### config.mk
export PLATFORM = sky130hd
export DESIGN_NAME = jtag_cmd_bridge
export DESIGN_NICKNAME = d
export VERILOG_FILES = /design/src/rtl/jtag_cmd_bridge.sv
export SDC_FILE = /design/constraint.sdc
export NUM_CORES = 1
export LEC_CHECK = 0
export ABC_CLOCK_PERIOD_IN_PS = 4900
export CAP_MARGIN = 20
export CORE_UTILIZATION = 55
export CTS_CLUSTER_SIZE = 10
export DETAILED_ROUTE_END_ITERATION = 8
export GPL_TIMING_DRIVEN = 0
export PLACE_DENSITY = 0.93
export REMOVE_ABC_BUFFERS = 1
export SETUP_SLACK_MARGIN = 0.2
export SLEW_MARGIN = 15
export SYNTH_ARGS = -nofsm -noshare
export SYNTH_HDL_FRONTEND = slang
export SYNTH_SLANG_ARGS = --single-unit
### constraint.sdc
create_clock -name clk_i -period 4.9 [get_ports clk_i]
set_input_delay 0.49 -clock clk_i [delete_from_list [all_inputs] [get_ports clk_i]]
set_output_delay 0.49 -clock clk_i [all_outputs]
set_load 0.01 [all_outputs]
### src/rtl/jtag_cmd_bridge.sv
// jtag_cmd_bridge
// Turns JTAG register-update commands (jtck domain) into a byte-stream UART
// channel plus break/reset requests in the CPU clock domain, and returns the
// TX holding byte and status to the host.
//
// Command codes on reg_addr_q:
//   0 NOP | 1 RX_WRITE | 2 TX_ACK | 3 BREAK | 4 RESET | 5 CLEAR | 6-7 ignored
module jtag_cmd_bridge #(
    parameter int RX_DEPTH_LOG2 = 2
) (
    input  logic       clk_i,
    input  logic       rst_i,
    input  logic       reg_update,
    input  logic [7:0] reg_q,
    input  logic [2:0] reg_addr_q,
    output logic [7:0] reg_d,
    output logic [2:0] reg_addr_d,
    output logic [7:0] rx_data,
    output logic       rx_valid,
    input  logic       rx_ready,
    input  logic [7:0] tx_data,
    input  logic       tx_valid,
    output logic       tx_ready,
    output logic       break_o,
    output logic       reset_o,
    output logic       overflow_o
);

    localparam int RX_DEPTH = 1 << RX_DEPTH_LOG2;

    localparam logic [2:0] CMD_RX_WRITE = 3'd1;
    localparam logic [2:0] CMD_TX_ACK   = 3'd2;
    localparam logic [2:0] CMD_BREAK    = 3'd3;
    localparam logic [2:0] CMD_RESET    = 3'd4;
    localparam logic [2:0] CMD_CLEAR    = 3'd5;

    localparam logic [RX_DEPTH_LOG2:0] PTR_ONE = {{RX_DEPTH_LOG2{1'b0}}, 1'b1};

    // Synchronizer flops (reset to 1 so a strobe held across reset is not a command)
    logic r_s1, r_s2, r_s3;

    // RX FIFO storage and pointers (one extra wrap bit)
    logic [7:0]             r_mem [RX_DEPTH];
    logic [RX_DEPTH_LOG2:0] r_wr_ptr;
    logic [RX_DEPTH_LOG2:0] r_rd_ptr;

    logic       r_tx_full;
    logic [7:0] r_tx_data;
    logic       r_overflow;
    logic       r_break;
    logic       r_reset;
    logic [7:0] r_reg_d;
    logic [2:0] r_reg_addr_d;

    logic w_cmd;
    logic w_cmd_rx_write;
    logic w_cmd_tx_ack;
    logic w_cmd_break;
    logic w_cmd_reset;
    logic w_cmd_clear;
    logic w_empty;
    logic w_full;
    logic w_pop;
    logic w_push;
    logic w_drop;
    logic w_tx_load;

    // Rising edge of the synchronized strobe; payload is quasi-static so it is used directly
    assign w_cmd          = r_s2 & ~r_s3;
    assign w_cmd_rx_write = w_cmd & (reg_addr_q == CMD_RX_WRITE);
    assign w_cmd_tx_ack   = w_cmd & (reg_addr_q == CMD_TX_ACK);
    assign w_cmd_break    = w_cmd & (reg_addr_q == CMD_BREAK);
    assign w_cmd_reset    = w_cmd & (reg_addr_q == CMD_RESET);
    assign w_cmd_clear    = w_cmd & (reg_addr_q == CMD_CLEAR);

    assign w_empty = (r_wr_ptr == r_rd_ptr);
    assign w_full  = (r_wr_ptr[RX_DEPTH_LOG2] != r_rd_ptr[RX_DEPTH_LOG2]) &&
                     (r_wr_ptr[RX_DEPTH_LOG2-1:0] == r_rd_ptr[RX_DEPTH_LOG2-1:0]);

    // A pop frees the slot in the same cycle, so a push into a full FIFO is
    // accepted when it coincides with a pop.
    assign w_pop  = ~w_empty & rx_ready;
    assign w_push = w_cmd_rx_write & (~w_full | w_pop);
    assign w_drop = w_cmd_rx_write & w_full & ~w_pop;

    assign w_tx_load = tx_valid & ~r_tx_full;

    assign rx_valid   = ~w_empty;
    assign rx_data    = w_empty ? 8'h00 : r_mem[r_rd_ptr[RX_DEPTH_LOG2-1:0]];
    assign tx_ready   = ~r_tx_full;
    assign break_o    = r_break;
    assign reset_o    = r_reset;
    assign overflow_o = r_overflow;
    assign reg_d      = r_reg_d;
    assign reg_addr_d = r_reg_addr_d;

    // Three-flop synchronizer for the jtck-domain update strobe
    always_ff @(posedge clk_i) begin
        if (rst_i) begin
            r_s1 <= 1'b1;
            r_s2 <= 1'b1;
            r_s3 <= 1'b1;
        end else begin
            r_s1 <= reg_update;
            r_s2 <= r_s1;
            r_s3 <= r_s2;
        end
    end

    // FIFO storage write; contents need no reset since the pointers gate visibility
    always_ff @(posedge clk_i) begin
        if (w_push) begin
            r_mem[r_wr_ptr[RX_DEPTH_LOG2-1:0]] <= reg_q;
        end
    end

    // FIFO pointer update
    always_ff @(posedge clk_i) begin
        if (rst_i) begin
            r_wr_ptr <= '0;
            r_rd_ptr <= '0;
        end else begin
            if (w_push) begin
                r_wr_ptr <= r_wr_ptr + PTR_ONE;
            end
            if (w_pop) begin
                r_rd_ptr <= r_rd_ptr + PTR_ONE;
            end
        end
    end

    // TX holding register: CPU load when empty, host ACK clears
    always_ff @(posedge clk_i) begin
        if (rst_i) begin
            r_tx_full <= 1'b0;
            r_tx_data <= 8'h00;
        end else if (w_cmd_tx_ack && r_tx_full) begin
            r_tx_full <= 1'b0;
        end else if (w_tx_load) begin
            r_tx_full <= 1'b1;
            r_tx_data <= tx_data;
        end
    end

    // Sticky overflow; a drop in the same cycle as CLEAR keeps it set
    always_ff @(posedge clk_i) begin
        if (rst_i) begin
            r_overflow <= 1'b0;
        end else if (w_drop) begin
            r_overflow <= 1'b1;
        end else if (w_cmd_clear) begin
            r_overflow <= 1'b0;
        end
    end

    // Single-cycle break and reset request pulses
    always_ff @(posedge clk_i) begin
        if (rst_i) begin
            r_break <= 1'b0;
            r_reset <= 1'b0;
        end else begin
            r_break <= w_cmd_break;
            r_reset <= w_cmd_reset;
        end
    end

    // Host read-back registers, one cycle behind the state they report
    always_ff @(posedge clk_i) begin
        if (rst_i) begin
            r_reg_d      <= 8'h00;
            r_reg_addr_d <= 3'b000;
        end else begin
            r_reg_d      <= r_tx_full ? r_tx_data : 8'h00;
            r_reg_addr_d <= {r_overflow, w_full, r_tx_full};
        end
    end

endmodule

==> results of run 1 <==
## synthesized netlist by cell type (all sizes together)
master	n	area [um2]
xnor2	1	8.76
nand2	17	63.8
a211oi	1	7.51
mux2i	2	20.0
nor3b	2	20.0
o21ai	1	5.00
nand2b	2	12.5
edfxtp	32	961
nand4bb	2	22.5
nor2b	11	68.8
ha	5	62.6
clkbuf	5	18.8
o311ai	1	8.76
mux4	8	180
inv	4	15.0
or2	3	18.8
nor4	2	27.5
xor2	5	58.8
and4bb	1	12.5
nor2	8	30.0
nor3	2	10.0
nor4bb	1	25.0
dfxtp	34	681
and2	11	72.6
buf	1	5.00
mux2	2	30.0
o31ai	1	7.51
a21oi	10	50.1
## area by class of cell
type                    count  area [um2]  share of cell area [%]
multi-input cells          99         823                    25.8
clock buffers              12         155                    4.87
well taps                  52        65.1                    2.04
repair buffers             47         470                    14.8
inverters                   4        15.0                   0.471
flip-flops and latches     66        1640                    51.5
clock inverters             3        15.0                   0.471
## logic make-up after synthesis
logic type | synth area share (%)
DFF | 65.6
and+or+nand+nor | 15.3
AOI/OAI and AO/OA | 3.15
muxes | 9.20
buffers and inverters | 1.55
xor gates and xnor gates | 2.70
adders and majority gates | 2.50
## flip-flops by register name, indices dropped and copies added (netlist names), 3 cells and up, named ones only
signal	count
r_mem	32
r_rd_ptr	3
r_tx_data	8
r_wr_ptr	3
reg_addr_d	3
reg_d	8
## critical path: stages, from the launching register on
cell and delay (ns):
dfxtp_1 0.45, xor2_2 0.16, nor3_1 0.84, nor2b_1 0.11, clkdlybuf4s50_1 0.52
## metal layers
layer / wire, um / track usage [%]
met5: 0 / 0
met3: 160 / 5.38
met1: 1930 / 25.7
met4: 145 / 14.1
met2: 2090 / 30.2
## power breakdown
part	internal, mW	switching, mW	total [mW]
Clock	0.206	0.189	0.395
Sequential	0.585	0.00382	0.589
Combinational	0.0287	0.0221	0.0508
Total	0.820	0.215	1.03
## through the flow
step	hold slack, ns	power, mW
after floorplan	0.389	0.616
after global placement	0.393	0.650
after detailed placement	0.403	0.652
after CTS	0.423	1.04
after global routing	0.428	1.06
final	0.418	1.03
## worst paths after layout
path / startpoint / endpoint / depth (start not counted)
min reg2reg: r_s1 / r_s2 / 1
min: r_s1 / r_s2 / 1
max: r_wr_ptr[1] / rx_data[0] / 4
max reg2reg: r_wr_ptr[1] / r_wr_ptr[2] / 4
==> results.json, run 1 <==
{
  "run_status": "completed",
  "place_ws_ns": 2.29,
  "via_per_inst": 5.19,
  "layout.cells.non_filler": 283,
  "grt_overflow": 0,
  "crit_type": "register to primary output",
  "synth.avg_cell_area_um2": 14.3,
  "yosys_warnings": 0,
  "tritoncts": "built",
  "drc": 0,
  "cp-start-kind": "register",
  "worst_pin_slew_ns": 1.01,
  "post_cts_buffers": 0,
  "p_per_area_nw_per_um2": 325,
  "drv_cap": 0,
  "rsz0062_at_grt": "no",
  "die_h_um": 69.5,
  "postLayoutCellArea_um2": 3190,
  "syn_to_final_growth_pct": 27.2,
  "yosys_register_bits": 66,
  "clk_pin_slew_ns": 0.07,
  "die_w_um": 69.5,
  "p_leak_nw": 1.12,
  "maxSlewHeadroom_pct": 32.0,
  "insertion_delay_ns": 0.34,
  "grt_use_total_pct": 20.2,
  "dp_hpwl_mm": 2.89,
  "final_common_cell": "clkdlybuf4s50_1",
  "fin_ws_ns": 1.99,
  "mostFrequentLayoutCells": "clkdlybuf4s50_1, dfxtp_1, edfxtp_1",
  "grt_pass1_wl_mm": 6.99,
  "num_rows": 24,
  "place_congestion": 0.758,
  "wirelength_mm": 4.33,
  "firstDrtPassIters": 4,
  "critPathArrivalTime_ns": 2.42,
  "min_path_type": "register to register",
  "ios": 48,
  "yosysSeqAreaShare_pct": 65.6,
  "cts.repair.resized": 0,
  "dpl_cell_area_um2": 3020,
  "core_area_um2": 4350,
  "finalNetCount": 256,
  "drive_gt1_share_pct": 15.6,
  "grt_pass1_vias": 1445,
  "cp-end-kind": "primary output",
  "cp_max_fo": 9,
  "r2r_setup_slack_ns": 2.87,
  "cts_max_level": 3,
  "cts.sinks": 66,
  "antenna_found_initial": 0,
  "port_buffers": 47,
  "fin_tns_setup_ns": 0,
  "postCtsHoldBufs": 0,
  "netlist_instances": 175,
  "grt_max_degree": 29,
  "finalSetupViolations": 0,
  "start_util_pct": 57.5,
  "ant_nets": 0,
  "nFillCells": 276,
  "synth_cell_type_count": 32,
  "syn_area_um2": 2500,
  "cts_buffers": 9,
  "wl_per_cell_um": 15.3,
  "dieArea_um2": 4830,
  "drt_iter0_markers": 106,
  "critical_path_required_ns": 4.41,
  "min_period_over_period_pct": 59.4,
  "period_minus_slack_ns": 2.91,
  "fin_skew_ns": 0.00840,
  "vdd_drop_max_mv": 0.174,
  "finalMaxSlewViolations": 0,
  "clockBufferDepth": 2,
  "maxClockFrequency_mhz": 343,
  "hold_viol": 0,
  "dp.cells": 268,
  "vias": 1470,
  "cts_root_buf": "clkbuf_8",
  "final_util_pct": 73.2,
  "antenna_cells": 0
}
(Power assumes the default switching activity.)
==> run 2, diff against run 1 <==
--- a/config.mk
+++ b/config.mk
@@ -5,13 +5,13 @@
 export SDC_FILE = /design/constraint.sdc
 export NUM_CORES = 1
 export LEC_CHECK = 0
-export ABC_CLOCK_PERIOD_IN_PS = 4900
+export ABC_CLOCK_PERIOD_IN_PS = 2350
 export CAP_MARGIN = 20
-export CORE_UTILIZATION = 55
+export CORE_UTILIZATION = 46
 export CTS_CLUSTER_SIZE = 10
 export DETAILED_ROUTE_END_ITERATION = 8
 export GPL_TIMING_DRIVEN = 0
-export PLACE_DENSITY = 0.93
+export PLACE_DENSITY = 0.84
 export REMOVE_ABC_BUFFERS = 1
 export SETUP_SLACK_MARGIN = 0.2
 export SLEW_MARGIN = 15
==> constraint.sdc (replaced) <==
create_clock -name clk_i -period 2.35 [get_ports clk_i]
set_input_delay 0.235 -clock clk_i [delete_from_list [all_inputs] [get_ports clk_i]]
set_output_delay 0.235 -clock clk_i [all_outputs]
set_load 0.01 [all_outputs]
==> results.json, run 2 (same netlist as run 1, synthesis figures left out) <==
{
  "run_status": "completed",
  "mostFrequentLayoutCells": "clkdlybuf4s50_1, edfxtp_1, dfxtp_1",
  "drive_gt1_share_pct": 22.4,
  "firstDrtPassIters": 4,
  "fin_tns_setup_ns": 0,
  "ios": 48,
  "dp.cells": 286,
  "worst_hold_slack_ns": 0.416,
  "p_leak_nw": 1.27,
  "finalSetupViolations": 0,
  "period_minus_slack_ns": 2.07,
  "nFillCells": 359,
  "cts_max_level": 3,
  "num_rows": 26,
  "die_w_um": 75.8,
  "finalMaxSlewViolations": 0,
  "maxSlewHeadroom_pct": 37.6,
  "report.power.total_mw": 2.30,
  "vias": 1528,
  "start_util_pct": 48.4,
  "crit_chain": "mux4_2 -> nor2b_1 -> clkdlybuf4s50_1",
  "largest_reg_flops": 32,
  "worstPathBufferInverterCount": 1,
  "critPathArrivalTime_ns": 1.83,
  "finalNetCount": 265,
  "cp-start-kind": "register",
  "grt_use_total_pct": 16.9,
  "postCtsHoldBufs": 0,
  "place_congestion": 0.686,
  "ant_nets": 0,
  "cts_buffers": 9,
  "tritoncts": "built",
  "wirelength_mm": 4.50,
  "grt_pass1_wl_mm": 6.80,
  "grt_max_degree": 29,
  "vdd_drop_max_mv": 0.366,
  "cp-end-kind": "primary output",
  "fin_skew_ns": 0.00757,
  "drc": 0,
  "drt_iter0_markers": 71,
  "layout.cells.non_filler": 311,
  "path_delay_family": "multiplexers",
  "clockBufferDepth": 2,
  "dieArea_um2": 5740,
  "multi_input_area_um2": 865,
  "grt_overflow": 0,
  "min_path_type": "register to register",
  "clk_pin_slew_ns": 0.06,
  "drv_cap": 0,
  "cts.sinks": 66,
  "min_period_over_period_pct": 88.1,
  "cp_max_fo": 8,
  "grt_pass1_vias": 1413,
  "die_h_um": 75.8,
  "cts_root_buf": "clkbuf_8",
  "insertion_delay_ns": 0.33,
  "maxClockFrequency_mhz": 483,
  "port_buffers": 47,
  "core_area_um2": 5170,
  "critical_path_required_ns": 2.12,
  "dp_hpwl_mm": 2.97,
  "worst_pin_slew_ns": 0.933,
  "slowest_stage": "mux4_2",
  "hold_viol": 0,
  "rsz0062_at_grt": "no",
  "antenna_found_initial": 0,
  "final_common_cell": "clkdlybuf4s50_1",
  "antenna_cells": 0,
  "p_per_area_nw_per_um2": 678,
  "via_per_inst": 4.91,
  "seqCellArea_um2": 1660,
  "syn_to_final_growth_pct": 35.3,
  "crit_type": "register to primary output",
  "wl_per_cell_um": 14.5,
  "critPathMaxStageDelay_ns": 0.50
}
-- run 2: cell count changes in the layout (fill, tap and decap cells not counted), moves of 2 or more --
cell,previous run,this run
clkdlybuf4s50_1,47,42
xor2_4,0,2
dfxtp_1,34,27
clkinv_2,3,1
dfxtp_2,0,4
dlygate4sd2_1,0,2
dlymetal6s2s_1,0,3
dfxtp_4,0,3
buf_4,0,8
-- run 2: through the flow --
| stage | instance area [um2] | worst slack, ns | utilization (%) |
|---|---|---|---|
| final | 3390 | 0.280 | 65.5 |
| after global routing | 3390 | 0.189 | 65.5 |
| after CTS | 3320 | 0.185 | 64.2 |
| after detailed placement | 3040 | -0.0756 | 58.7 |
| after global placement | 3040 | 0.0401 | 58.7 |
| after floorplan | 2480 | 0.614 | - |
-- run 2: path summary, 6_finish.rpt --
check           endpoint         from  slack, ns  depth (start not counted)
max reg2reg  r_wr_ptr[2]  r_rd_ptr[1]       0.29                          5
min reg2reg         r_s2         r_s1       0.42                          1
max           rx_data[0]     register       0.28                          3
min                 r_s2         r_s1       0.42                          1
-- run 2: repair_timing --
action / in CTS / in global routing
setup endpoints to repair: 9 / 7
setup buffers: 2 / 7
resized for setup: 13 / 7
pin swaps: 2 / 2
-- run 2: area by class of cell --
cell class | count | share of cell area, %
sequential | 66 | 48.9
multi-input combinational | 99 | 25.5
tap | 70 | 2.58
clock inverter | 2 | 1.03
timing repair buffer | 56 | 16.4
clock buffer | 14 | 5.10
inverter | 4 | 0.443
-- run 2: report_power, final --
group	leakage (nW)	switching, mW	internal, mW
Combinational	0.595	0.0477	0.0626
Clock	0.107	0.387	0.576
Sequential	0.568	0.00771	1.22
-- run 2: routing by layer --
layer,GRT usage (%),routed length (um),up-vias,share of wire [%]
li1,-,-,745,-
met1,20.2,1870,736,42
met2,27.3,2370,35,53
met3,3.84,136,12,3.0
met4,11.5,116,0,2.6
met5,0,0,-,0
